==> config.mk <==
export PLATFORM = sky130hd
export DESIGN_NAME = cache_trigger_queue
export DESIGN_NICKNAME = d
export VERILOG_FILES = /design/src/rtl/cache_trigger_queue.sv
export SDC_FILE = /design/constraint.sdc
export NUM_CORES = 1
export LEC_CHECK = 0
export BUFFER_PORTS_ARGS = -buffer_cell sky130_fd_sc_hd__buf_4
export CORE_ASPECT_RATIO = 0.9
export CORE_UTILIZATION = 40
export CTS_CLUSTER_SIZE = 40
export DETAILED_ROUTE_END_ITERATION = 16
export PLACE_DENSITY = 0.66
export SYNTH_ARGS = -nofsm -noshare
export SYNTH_HDL_FRONTEND = slang
export SYNTH_SLANG_ARGS = --single-unit
==> constraint.sdc <==
create_clock -name SYS_CLK -period 6.9 [get_ports SYS_CLK]
set_input_delay 0.345 -clock SYS_CLK [delete_from_list [all_inputs] [get_ports SYS_CLK]]
set_output_delay 0.345 -clock SYS_CLK [all_outputs]
set_load 0.03 [all_outputs]
==> src/rtl/cache_trigger_queue.sv <==
// Trigger event queue for PRM firmware: never back-pressures the control plane,
// suppresses consecutive duplicate DSids, counts drops when full, raises a holdoff/half-full irq.
module cache_trigger_queue #(
  parameter int unsigned DEPTH   = 8,
  parameter int unsigned HOLDOFF = 64
) (
  input  logic                     SYS_CLK,
  input  logic                     RST,
  input  logic                     trigger_axis_tvalid,
  input  logic [15:0]              trigger_axis_tdata,
  output logic                     trigger_axis_tready,
  input  logic                     rd_en,
  output logic                     rd_valid,
  output logic [15:0]              rd_data,
  output logic [$clog2(DEPTH):0]   count,
  output logic [15:0]              drop_cnt,
  output logic [15:0]              dup_cnt,
  input  logic                     clr,
  output logic                     irq
);

  localparam int unsigned PW = $clog2(DEPTH);
  localparam int unsigned CW = PW + 1;
  localparam int unsigned TW = $clog2(HOLDOFF + 1);

  logic [15:0]   r_mem [DEPTH];
  logic [PW-1:0] r_rd_ptr, r_wr_ptr;
  logic [CW-1:0] r_count;
  logic [TW-1:0] r_timer;
  logic [15:0]   r_rd_data, r_drop_cnt, r_dup_cnt;
  logic          r_rd_valid, r_irq, r_tready;

  logic          w_pop, w_try, w_dup, w_drop, w_push;
  logic [CW-1:0] w_eff, w_count_nxt;
  logic [PW-1:0] w_rd_ptr_nxt;
  logic [15:0]   w_newest, w_head_nxt;
  logic [TW-1:0] w_timer_nxt;
  logic          w_irq_nxt;

  // Dedupe is judged against the newest entry, using occupancy net of a same-cycle pop.
  always_comb begin
    w_pop        = rd_en & r_rd_valid;
    w_eff        = r_count - CW'(w_pop);
    w_newest     = r_mem[r_wr_ptr - PW'(1)];
    w_try        = trigger_axis_tvalid & r_tready;
    w_dup        = w_try & (w_eff != '0) & (trigger_axis_tdata == w_newest);
    w_drop       = w_try & ~w_dup & (w_eff == CW'(DEPTH));
    w_push       = w_try & ~w_dup & ~w_drop;
    w_count_nxt  = r_count + CW'(w_push) - CW'(w_pop);
    w_rd_ptr_nxt = r_rd_ptr + PW'(w_pop);
    w_head_nxt   = 16'h0000;
    if (w_count_nxt != '0) begin
      // The head is the word being written when the queue was otherwise drained.
      if (w_push && (w_rd_ptr_nxt == r_wr_ptr)) w_head_nxt = trigger_axis_tdata;
      else                                      w_head_nxt = r_mem[w_rd_ptr_nxt];
    end
    w_timer_nxt = '0;
    if (!(clr || w_pop || !r_rd_valid))
      w_timer_nxt = (r_timer == TW'(HOLDOFF)) ? r_timer : r_timer + TW'(1);
    w_irq_nxt = (w_count_nxt != '0) &&
                ((w_timer_nxt == TW'(HOLDOFF)) || (w_count_nxt >= CW'(DEPTH / 2)));
  end

  always_ff @(posedge SYS_CLK) begin
    if (w_push) r_mem[r_wr_ptr] <= trigger_axis_tdata;
  end

  always_ff @(posedge SYS_CLK or posedge RST) begin
    if (RST) begin
      r_tready   <= 1'b0;
      r_rd_ptr   <= '0;
      r_wr_ptr   <= '0;
      r_count    <= '0;
      r_timer    <= '0;
      r_rd_valid <= 1'b0;
      r_rd_data  <= 16'h0000;
      r_drop_cnt <= 16'h0000;
      r_dup_cnt  <= 16'h0000;
      r_irq      <= 1'b0;
    end else begin
      r_tready   <= 1'b1;
      r_rd_ptr   <= w_rd_ptr_nxt;
      r_wr_ptr   <= r_wr_ptr + PW'(w_push);
      r_count    <= w_count_nxt;
      r_timer    <= w_timer_nxt;
      r_rd_valid <= (w_count_nxt != '0);
      r_rd_data  <= w_head_nxt;
      r_irq      <= w_irq_nxt;
      // Saturating event counters; clear takes priority over a same-cycle event.
      if (clr)                                  r_drop_cnt <= 16'h0000;
      else if (w_drop && r_drop_cnt != 16'hFFFF) r_drop_cnt <= r_drop_cnt + 16'd1;
      if (clr)                                  r_dup_cnt  <= 16'h0000;
      else if (w_dup && r_dup_cnt != 16'hFFFF)   r_dup_cnt  <= r_dup_cnt + 16'd1;
    end
  end

  assign trigger_axis_tready = r_tready;
  assign rd_valid            = r_rd_valid;
  assign rd_data             = r_rd_data;
  assign count               = r_count;
  assign drop_cnt            = r_drop_cnt;
  assign dup_cnt             = r_dup_cnt;
  assign irq                 = r_irq;

endmodule

==> results.json, run 1 <==
{
  "layout.cells.non_filler": 1064,
  "ioPinCount": 76,
  "crit_slowest_cell": "mux4_2",
  "worst_pin_slew_ns": 0.9455,
  "drcViolationCount": 0,
  "overflow": 0,
  "vias": 6187,
  "cpPeakStageDelay_ns": 0.54,
  "fp.dieH_um": 150.4,
  "num-nets-final": 786,
  "grt_usage": 0.1891,
  "grt_pass1_vias": 6230,
  "core_region_area_um2": 23670,
  "yosysUniqueCellTypes": 50,
  "setup_viol": 0,
  "hpwlAfterDp_um": 14310,
  "power.density_nw_per_um2": 423.5,
  "die_width_um": 166.9,
  "worst_slack_ns": 1.721,
  "timing.setup.tns_ns": 0,
  "ys_seq_area_frac": 0.5663,
  "postCtsSetupBuffers": 0,
  "path_class": "reg -> reg",
  "placed_cells": 1032,
  "rsz0062_at_grt": "false",
  "skew_ns": 0.01711,
  "drtPass1Iterations": 5,
  "hp-class": "in -> async",
  "finalCritPeriodShare": 0.7505,
  "ctsHtreeMaxLevel": 4,
  "p_seq_frac": 0.313,
  "rows": 53,
  "path_cells": "inv_1 -> ha_1 -> xor2_2 -> buf_4 -> mux4_2 -> xnor2_1 -> nor4_1 -> nand4_1 -> o21ai_2 -> ha_1 -> inv_1 -> ha_1 -> inv_1 -> fa_1 -> xor2_1 -> nor2_1 -> nand2_1 -> o211a_1",
  "leakagePower_uw": 0.004282,
  "ys_ff_latch": 196,
  "pwr-share-clk": 0.204,
  "syn-num-nets": 714,
  "avgSynthCellArea_um2": 14.46,
  "grt_first_pass_wirelength_um": 35600,
  "drt_first_iter_violations": 673,
  "drt_wl_total_um": 22730,
  "p_int_uw": 2978,
  "finish.instance_area_um2": 11340,
  "cts_sinks": 196,
  "finalCriticalPeriod_ns": 5.179,
  "n_antenna_cell": 0,
  "cts_buffers": 17,
  "netlist_area_um2": 9792,
  "dp_slack_ns": 1.757,
  "critPathCaptureType": "flop",
  "p_comb_frac": 0.483,
  "swShare": 0.3801,
  "required_ns": 7.21,
  "cts_root_buf": "clkbuf_16",
  "routedWlPerCell_um": 21.36,
  "dieArea_um2": 25110,
  "final_cell_mix": "128 x edfxtp_1, 96 x buf_4, 67 x dfrtp_1, 63 x mux4_2, 38 x nor2_1",
  "grt_max_degree": 69,
  "hold_viol_final": 0,
  "clock_latency_ns": 0.44,
  "outcome": "finished clean",
  "initial_core_util": 0.4136,
  "place_congestion": 0.7943,
  "cts.hold.buffers_added": 0,
  "cts_tree": "built",
  "fmaxAchievable_mhz": 193.1,
  "final_antenna_net_count": 0,
  "routed_via_density": 5.815,
  "path_clk_slew_ns": 0.08,
  "slew_headroom": 0.3697,
  "grt_antenna_before_repair": 0,
  "area_growth_syn_to_layout_pct": 15.83,
  "final_common_cell": "edfxtp_1",
  "cts-resized-gates": 0,
  "async_flop_share": 0.3469,
  "netlist_instances": 677,
  "drv_slew": 0,
  "worstRegToRegCells": 18,
  "synthFlopType": "edfxtp_1",
  "startpoint_type": "flop",
  "whs_ns": 0.1702,
  "yosys_warnings": 0,
  "vdd_drop_max_v": 0.0002647,
  "drive_above_1_share": 0.2887,
  "cp_max_fo": 17,
  "portBuffers": 75,
  "arrival_ns": 5.49,
  "switchingPower_uw": 1826,
  "maxCapViolCount": 0,
  "postPlaceCellArea_um2": 10760,
  "cts_buffer_depth": 2,
  "synth_edf_count": 128
}
==> state kept, by name (all words and copies together), names as in the netlist <==
register             flops
rd_data                 16
dup_cnt                 16
r_timer                  7
count                    4
rd_valid                 1
drop_cnt                16
trigger_axis_tready      1
irq                      1
r_mem                  128
r_wr_ptr                 3
r_rd_ptr                 3
==> cell families after synthesis <==
logic type,synth area share
muxes,0.1937
DFF,0.5663
other,0.0003830
adders and majority gates,0.02121
and+or+nand+nor,0.1021
AOI/OAI and AO/OA,0.05175
xor gates and xnor gates,0.03846
buffers and inverters,0.02607
==> worst max-delay path: cells and delay by family, from the launching register on <==
kind | cells | cell delay [ns]
buffers and inverters | 4 | 0.57
AO/OA/AOI/OAI | 2 | 0.49
XOR/XNOR | 3 | 0.74
flip-flops | 1 | 0.53
AND/OR/NAND/NOR | 4 | 1.15
adder cells (fa/ha/maj) | 4 | 1.03
multiplexers | 1 | 0.54
==> metrics by stage <==
stage / power (uW) / util
3_5_place_dp: 3860 / 0.4543
2_1_floorplan: 3261 / -
6_report: 4804 / 0.4791
3_3_place_gp: 3832 / 0.4543
4_1_cts: 4848 / 0.4791
5_1_grt: 5087 / 0.4791
==> layout make-up <==
cell class	instances	area [um2]
Multi-Input combinational cell	424	4056
Inverter	14	53.80
Fill cell	2055	12330
Tap cell	302	377.9
Sequential cell	196	5547
Clock buffer	17	425.4
Clock inverter	15	161.4
Timing Repair Buffer	96	720.7
==> per-layer routing <==
metal / global-route usage / wire length (um) / up-vias
li1: - / - / 2767
met1: 0.2683 / 10510 / 3201
met2: 0.2960 / 10630 / 188
met3: 0.03023 / 1157 / 31
met4: 0.06759 / 438 / 0
met5: 0 / 0 / -
==> final timing paths <==
| kind | start | endpoint | slack, ns |
|---|---|---|---|
| worst min-delay path | RST | dup_cnt[1]$_DFFE_PP0P_ | 0.17 |
| worst min register to register | drop_cnt[14]$_DFFE_PP0P_ | drop_cnt[14]$_DFFE_PP0P_ | 0.57 |
| worst max register to register | r_wr_ptr[1]$_DFF_PP0_ | rd_data[10]$_DFF_PP0_ | 1.72 |
| max in group asynchronous | RST | r_wr_ptr[0]$_DFF_PP0_ | 6.04 |
| worst max-delay path | r_wr_ptr[1]$_DFF_PP0_ | rd_data[10]$_DFF_PP0_ | 1.72 |
| min in group SYS_CLK | trigger_axis_tdata[5] | r_mem[4][5]$_DFFE_PP_ | 0.17 |
==> cells in the mapped netlist (6+ instances only) <==
cell type    n  area share
mux2_2      11       0.013
and4_1       6      0.0054
mux4_2      63        0.14
a21oi_1     17      0.0087
or4_1        8      0.0061
nand4_1     19       0.012
dfrtp_1     68        0.17
clkbuf_1    28       0.011
o211a_1     16       0.016
xor2_1       8      0.0072
nand2_1     18      0.0069
or3_1        6      0.0038
o21ai_0     28       0.014
xnor2_1     35       0.031
nor4_1       7      0.0045
mux2i_1     26       0.027
edfxtp_1   128        0.39
mux2_1       7      0.0081
ha_1        15       0.019
buf_2        6      0.0031
o31ai_1      6      0.0046
nand2b_1     6      0.0038
nand3_1     19      0.0097
inv_1       14      0.0054
and3_1      16       0.010
nor2b_1     20       0.013
nor2_1      38       0.015
==> power groups by stage <==
stage               Clock, uW  Combinational (uW)  Sequential, uW
floorplan                   0                1640            1620
global placement            0                2300            1530
detailed placement          0                2330            1530
CTS                       998                2340            1510
global route             1050                2520            1520
finish                    980                2320            1510
No activity file was read; power rests on OpenSTA's default activity.
==> run 2, diff against run 1 <==
Settings changed: PLACE_DENSITY 0.66 to 0.68.
Clock period 6.9 ns to 4.36 ns, I/O delays scaled along.
==> run 2 against run 1 <==
Global-route usage grew 0.080 points. Wire length up 2.1%. First-iteration DRC count is 1.0% higher. Maximum frequency rose by 25%. Hold slack worse by 0.12 ns. Final cell count is 1.8% higher. Clock power is 61% higher. Via count rose by 2.1%.
==> results.json, run 2 (synthesis gave the netlist of run 1 again) <==
{
  "core_region_area_um2": 23670,
  "overflow": 0,
  "drive_above_1_share": 0.3150,
  "whs_ns": 0.05185,
  "swShare": 0.3677,
  "dp_slack_ns": 0.06183,
  "cts_tree": "built",
  "cts_buffers": 17,
  "rsz0062_at_grt": "false",
  "setup_viol": 0,
  "pwr-share-clk": 0.194,
  "path_clk_slew_ns": 0.07,
  "drcViolationCount": 0,
  "cts_sinks": 196,
  "vias": 6315,
  "startpoint": "r_wr_ptr[0]$_DFF_PP0_",
  "final_antenna_net_count": 0,
  "fp.dieH_um": 150.4,
  "outcome": "finished clean",
  "path_cells": "inv_4 -> ha_4 -> xor2_4 -> buf_4 -> mux4_2 -> mux2_2 -> a221oi_2 -> nand4_1 -> o21ai_2 -> ha_1 -> inv_1 -> ha_1 -> inv_1 -> fa_1 -> xor2_1 -> nor2_1 -> nand2_2 -> buf_12 -> o211a_1",
  "grt_util_met3": 0.03444,
  "timing.setup.tns_ns": 0,
  "initial_core_util": 0.4136,
  "critPathCaptureType": "flop",
  "hpwlAfterDp_um": 14880,
  "grt_max_degree": 54,
  "skew_ns": 0.009207,
  "grt_busiest_layer": "met2",
  "ctsHtreeMaxLevel": 4,
  "slew_headroom": 0.3569,
  "place_congestion": 0.8406,
  "routedWlPerCell_um": 21.44,
  "crit_slowest_cell": "mux4_2",
  "num-nets-final": 805,
  "regMostFlops": "r_mem",
  "fmaxAchievable_mhz": 240.5,
  "dieArea_um2": 25110,
  "grt_first_pass_wirelength_um": 35960,
  "routed_via_density": 5.831,
  "n_fill_cell": 2010,
  "startpoint_type": "flop",
  "vdd_drop_max_v": 0.0004130,
  "power.density_nw_per_um2": 700.7,
  "hp-start": "trigger_axis_tdata[0]",
  "switchingPower_uw": 2998,
  "grt_pass1_vias": 6315,
  "hold_viol_final": 0,
  "arrival_ns": 4.47,
  "n_antenna_cell": 0,
  "grt_antenna_before_repair": 0,
  "drv_slew": 0,
  "use_met1": 0.2668,
  "grt_usage": 0.1899,
  "p_comb_frac": 0.516,
  "drt_wl_total_um": 23220,
  "final_cell_mix": "128 x edfxtp_1, 108 x buf_4, 67 x dfrtp_1, 63 x mux4_2, 38 x nor2_1",
  "required_ns": 4.68,
  "timing.rr.start": "r_wr_ptr[0]$_DFF_PP0_",
  "cpPeakStageDelay_ns": 0.51,
  "largest_register_ffs": 128,
  "maxCapViolCount": 0,
  "cts_buffer_depth": 2,
  "hp-class": "in -> reg",
  "finalPower_uw": 8152,
  "cp_max_fo": 17,
  "area_growth_syn_to_layout_pct": 18.82,
  "rows": 53,
  "p_int_uw": 5154,
  "finalCriticalPeriod_ns": 4.158,
  "cts_root_buf": "clkbuf_16",
  "leakagePower_uw": 0.004419,
  "final_common_cell": "edfxtp_1",
  "p_seq_frac": 0.291,
  "finalCritPeriodShare": 0.9536,
  "clock_latency_ns": 0.43,
  "drtPass1Iterations": 5,
  "worst_pin_slew_ns": 0.9594,
  "portBuffers": 75,
  "use_met2": 0.3100,
  "worst_slack_ns": 0.2024,
  "path_class": "reg -> reg",
  "drt_first_iter_violations": 680,
  "die_width_um": 166.9,
  "ioPinCount": 76
}
run 2: worst paths after layout:
check / end / slack, ns / cells after the start
hold / removal: r_mem[6][0]$_DFFE_PP_ / 0.05 / 1
min in group asynchronous: rd_data[14]$_DFF_PP0_ / 0.31 / 3
setup / recovery: rd_data[12]$_DFF_PP0_ / 0.20 / 19
hold reg to reg: r_timer[6]$_DFF_PP0_ / 0.57 / 2
max in group asynchronous: r_rd_ptr[0]$_DFF_PP0_ / 3.02 / 4
setup reg to reg: rd_data[12]$_DFF_PP0_ / 0.20 / 19
run 2: area by class of cell:
type | count | area [um2] | area share
sequential | 196 | 5547 | 0.4767
multi-input combinational | 424 | 4121 | 0.3542
timing repair buffer | 115 | 945.9 | 0.08130
clock buffer | 20 | 436.7 | 0.03753
tap | 302 | 377.9 | 0.03248
clock inverter | 12 | 150.1 | 0.01290
inverter | 14 | 56.30 | 0.004839
run 2: per-stage QoR:
stage / instance area (um2) / utilization / std cells
floorplan: 9854 / - / 677
global placement: 10900 / 0.4604 / 1043
detailed placement: 10900 / 0.4604 / 1043
CTS: 11500 / 0.4856 / 1076
global route: 11630 / 0.4915 / 1083
finish: 11630 / 0.4915 / 1083
run 2: power groups by stage:
stage          combinational, uW  sequential (uW)  clock (uW)
3_3_place_gp                3890             2410           0
4_1_cts                     3970             2370        1600
2_1_floorplan               2650             2570           0
6_report                    4200             2370        1580
5_1_grt                     4500             2400        1680
3_5_place_dp                3930             2410           0
run 2: per-layer routing:
| layer | vias to the layer above | share of wire |
|---|---|---|
| met3 | 20 | 0.058 |
| met5 | - | 0 |
| met2 | 244 | 0.48 |
| li1 | 2810 | - |
| met1 | 3241 | 0.45 |
| met4 | 0 | 0.0093 |
run 2: critical path, delay by kind of cell (launching register included):
family                   cells  cell delay [ns]
multiplexers                 2             0.83
adder cells (fa/ha/maj)      4             0.96
AO/OA/AOI/OAI                3             0.47
flip-flops                   1             0.44
XOR/XNOR                     2             0.37
AND/OR/NAND/NOR              3             0.40
buffers and inverters        5             0.56
run 2: repair_timing:
| action | CTS | global route |
|---|---|---|
| setup endpoints to repair | 0 | 18 |
| hold buffers | 1 | 0 |
| resized for setup | 0 | 8 |
| endpoints found under the hold margin | 15 | 0 |
| setup buffers | 0 | 6 |
==> run 3, diff against run 2 <==
Settings changed: HOLD_SLACK_MARGIN set to 0.03, SETUP_SLACK_MARGIN set to 0.5.
==> run 3 against run 2 <==
Cell area up 2.8%. Total power up 4.8%. Non-clock buffer count up 17. Clock skew up 0.0021 ns. Maximum frequency up 1.9%. Global-route usage up 0.75 points. Largest cell class unchanged. Highest routed layer unchanged.
==> results.json, run 3 (synthesis gave the netlist of run 1 again) <==
{
  "outcome": "finished clean",
  "maxCapViolCount": 0,
  "hpwlAfterDp_um": 15300,
  "use_met1": 0.2817,
  "place_congestion": 0.8255,
  "vias": 6431,
  "finish.instance_area_um2": 11960,
  "hold_path_end": "r_mem[0][2]$_DFFE_PP_",
  "drive_above_1_share": 0.3500,
  "cts_sinks": 196,
  "cts_buffer_depth": 2,
  "drv_slew": 0,
  "rr_endpoint": "rd_data[1]$_DFF_PP0_",
  "whs_ns": 0.03860,
  "timing.rr.start": "r_wr_ptr[0]$_DFF_PP0_",
  "power.density_nw_per_um2": 714.8,
  "fp.dieH_um": 150.4,
  "path_clk_slew_ns": 0.08,
  "worstRegToRegCells": 17,
  "cp_common_cell": "ha_4",
  "drt_wl_total_um": 23780,
  "arrival_ns": 4.42,
  "hp-class": "in -> reg",
  "die_width_um": 166.9,
  "routed_via_density": 5.836,
  "worst_pin_slew_ns": 0.9730,
  "routedWlPerCell_um": 21.58,
  "fmaxAchievable_mhz": 245.2,
  "area_growth_syn_to_layout_pct": 22.11,
  "grt_first_pass_wirelength_um": 37120,
  "drtPass1Iterations": 5,
  "drcViolationCount": 0,
  "grt_usage": 0.1974,
  "grt_pass1_vias": 6332,
  "final_cell_mix": "128 x edfxtp_1, 124 x buf_4, 67 x dfrtp_1, 63 x mux4_2, 36 x nor2_1",
  "grt_antenna_before_repair": 0,
  "finalCriticalPeriod_ns": 4.079,
  "ctsHtreeMaxLevel": 4,
  "regArea_um2": 5547,
  "layout.cells.non_filler": 1102,
  "finalPower_uw": 8546,
  "path_cells": "inv_8 -> ha_4 -> xor2_4 -> mux4_2 -> mux2_4 -> a221oi_2 -> nand4_1 -> o21ai_4 -> ha_4 -> inv_4 -> ha_4 -> inv_2 -> fa_2 -> inv_2 -> nor2_4 -> nand2_4 -> o211a_1",
  "vdd_drop_max_v": 0.0003228,
  "startpoint_type": "flop",
  "skew_ns": 0.01130,
  "cpPeakStageDelay_ns": 0.55,
  "clock_latency_ns": 0.44,
  "initial_core_util": 0.4136,
  "postPlaceCellArea_um2": 10960,
  "r2r_slack_ns": 0.28,
  "grt_util_met3": 0.04574,
  "rows": 53,
  "portBuffers": 75,
  "drt_first_iter_violations": 673,
  "path_class": "reg -> reg",
  "crit_slowest_cell": "mux4_2",
  "dieArea_um2": 25110,
  "final_common_cell": "edfxtp_1",
  "cp_max_fo": 8,
  "required_ns": 4.70,
  "holdPathStages": 1,
  "rsz0062_at_grt": "true",
  "use_met2": 0.3015,
  "critPathCaptureType": "flop",
  "largest_register_ffs": 128,
  "grt_max_degree": 54,
  "leakagePower_uw": 0.004602,
  "regMostFlops": "r_mem",
  "cts_root_buf": "clkbuf_16",
  "core_region_area_um2": 23670,
  "n_fill_cell": 1991,
  "slew_headroom": 0.3513,
  "timing.setup.tns_ns": 0,
  "overflow": 0,
  "final_antenna_net_count": 0,
  "hold_viol_final": 0,
  "finalCritPeriodShare": 0.9355,
  "hp-start": "trigger_axis_tdata[2]",
  "cts_buffers": 17,
  "ioPinCount": 76,
  "grt_busiest_layer": "met2",
  "placed_cells": 1040,
  "setup_viol": 0,
  "multiInputGateArea_um2": 4305,
  "num-nets-final": 824,
  "cts_tree": "built",
  "n_antenna_cell": 0
}
-- run 3: cell types whose count changed in the layout (fill, tap and decap cells not counted), moves of 3 or more --
cell     change
buf_4       +16
xnor2_1      -4
nor4_4       +4
nor4_2       -4
nand2_4      +3
xnor2_2      +4
inv_1        -3
-- run 3: what timing repair did --
action | 4_1_cts | 5_1_grt
pin swaps | 12 | 12
setup endpoints to repair | 83 | 75
gates resized for setup | 19 | 8
hold buffers | 1 | 0
buffers inserted | 12 | 14
endpoints found under the hold margin | 30 | 0
cloned | 3 | 0
-- run 3: worst max-delay path, delay by kind of cell (launching register included) --
family                     cells  cell delay (ns)
buffers and inverters          4             0.21
muxes                          2             0.87
xor gates and xnor gates       1             0.22
DFF                            1             0.48
adders and majority gates      4             1.02
AOI/OAI and AO/OA              3             0.56
and+or+nand+nor                3             0.60
-- run 3: power breakdown --
| group | switching, uW | leakage [uW] | internal (uW) | total (uW) |
|---|---|---|---|---|
| clock network | 751 | 0.000282 | 809 | 1560 |
| registers | 152 | 0.00204 | 2240 | 2390 |
| logic | 2350 | 0.00228 | 2250 | 4600 |
-- run 3: worst max-delay path by stage --
| stage | startpoint | endpoint | slack [ns] |
|---|---|---|---|
| floorplan | r_wr_ptr[0]$_DFF_PP0_ | rd_data[10]$_DFF_PP0_ | 0.02 |
| detailed placement | r_wr_ptr[0]$_DFF_PP0_ | rd_data[6]$_DFF_PP0_ | -0.02 |
| global placement | r_wr_ptr[0]$_DFF_PP0_ | rd_data[7]$_DFF_PP0_ | 0.09 |
| global route | r_wr_ptr[0]$_DFF_PP0_ | rd_data[1]$_DFF_PP0_ | 0.15 |
| CTS | r_wr_ptr[0]$_DFF_PP0_ | rd_data[1]$_DFF_PP0_ | 0.29 |
| finish | r_wr_ptr[0]$_DFF_PP0_ | rd_data[1]$_DFF_PP0_ | 0.28 |
-- run 3: cell type report --
type,count,area share
sequential,196,0.4639
multi-input combinational,426,0.3601
timing repair buffer,132,0.09031
clock buffer,18,0.03589
tap,302,0.03160
clock inverter,14,0.01287
inverter,14,0.005337
-- run 3: per-stage QoR --
| step | setup WS (ns) | utilization |
|---|---|---|
| 6_report | 0.2814 | 0.5050 |
| 5_1_grt | 0.1469 | 0.5050 |
| 4_1_cts | 0.2919 | 0.4981 |
| 3_5_place_dp | -0.02248 | 0.4631 |
| 3_3_place_gp | 0.08691 | 0.4631 |
| 2_1_floorplan | 0.01606 | - |
-- run 3: per-layer routing --
layer | wire length, um | share of wire
met1 | 10740 | 0.45
met2 | 10940 | 0.46
met3 | 1734 | 0.073
met4 | 368 | 0.015
met5 | 0 | 0
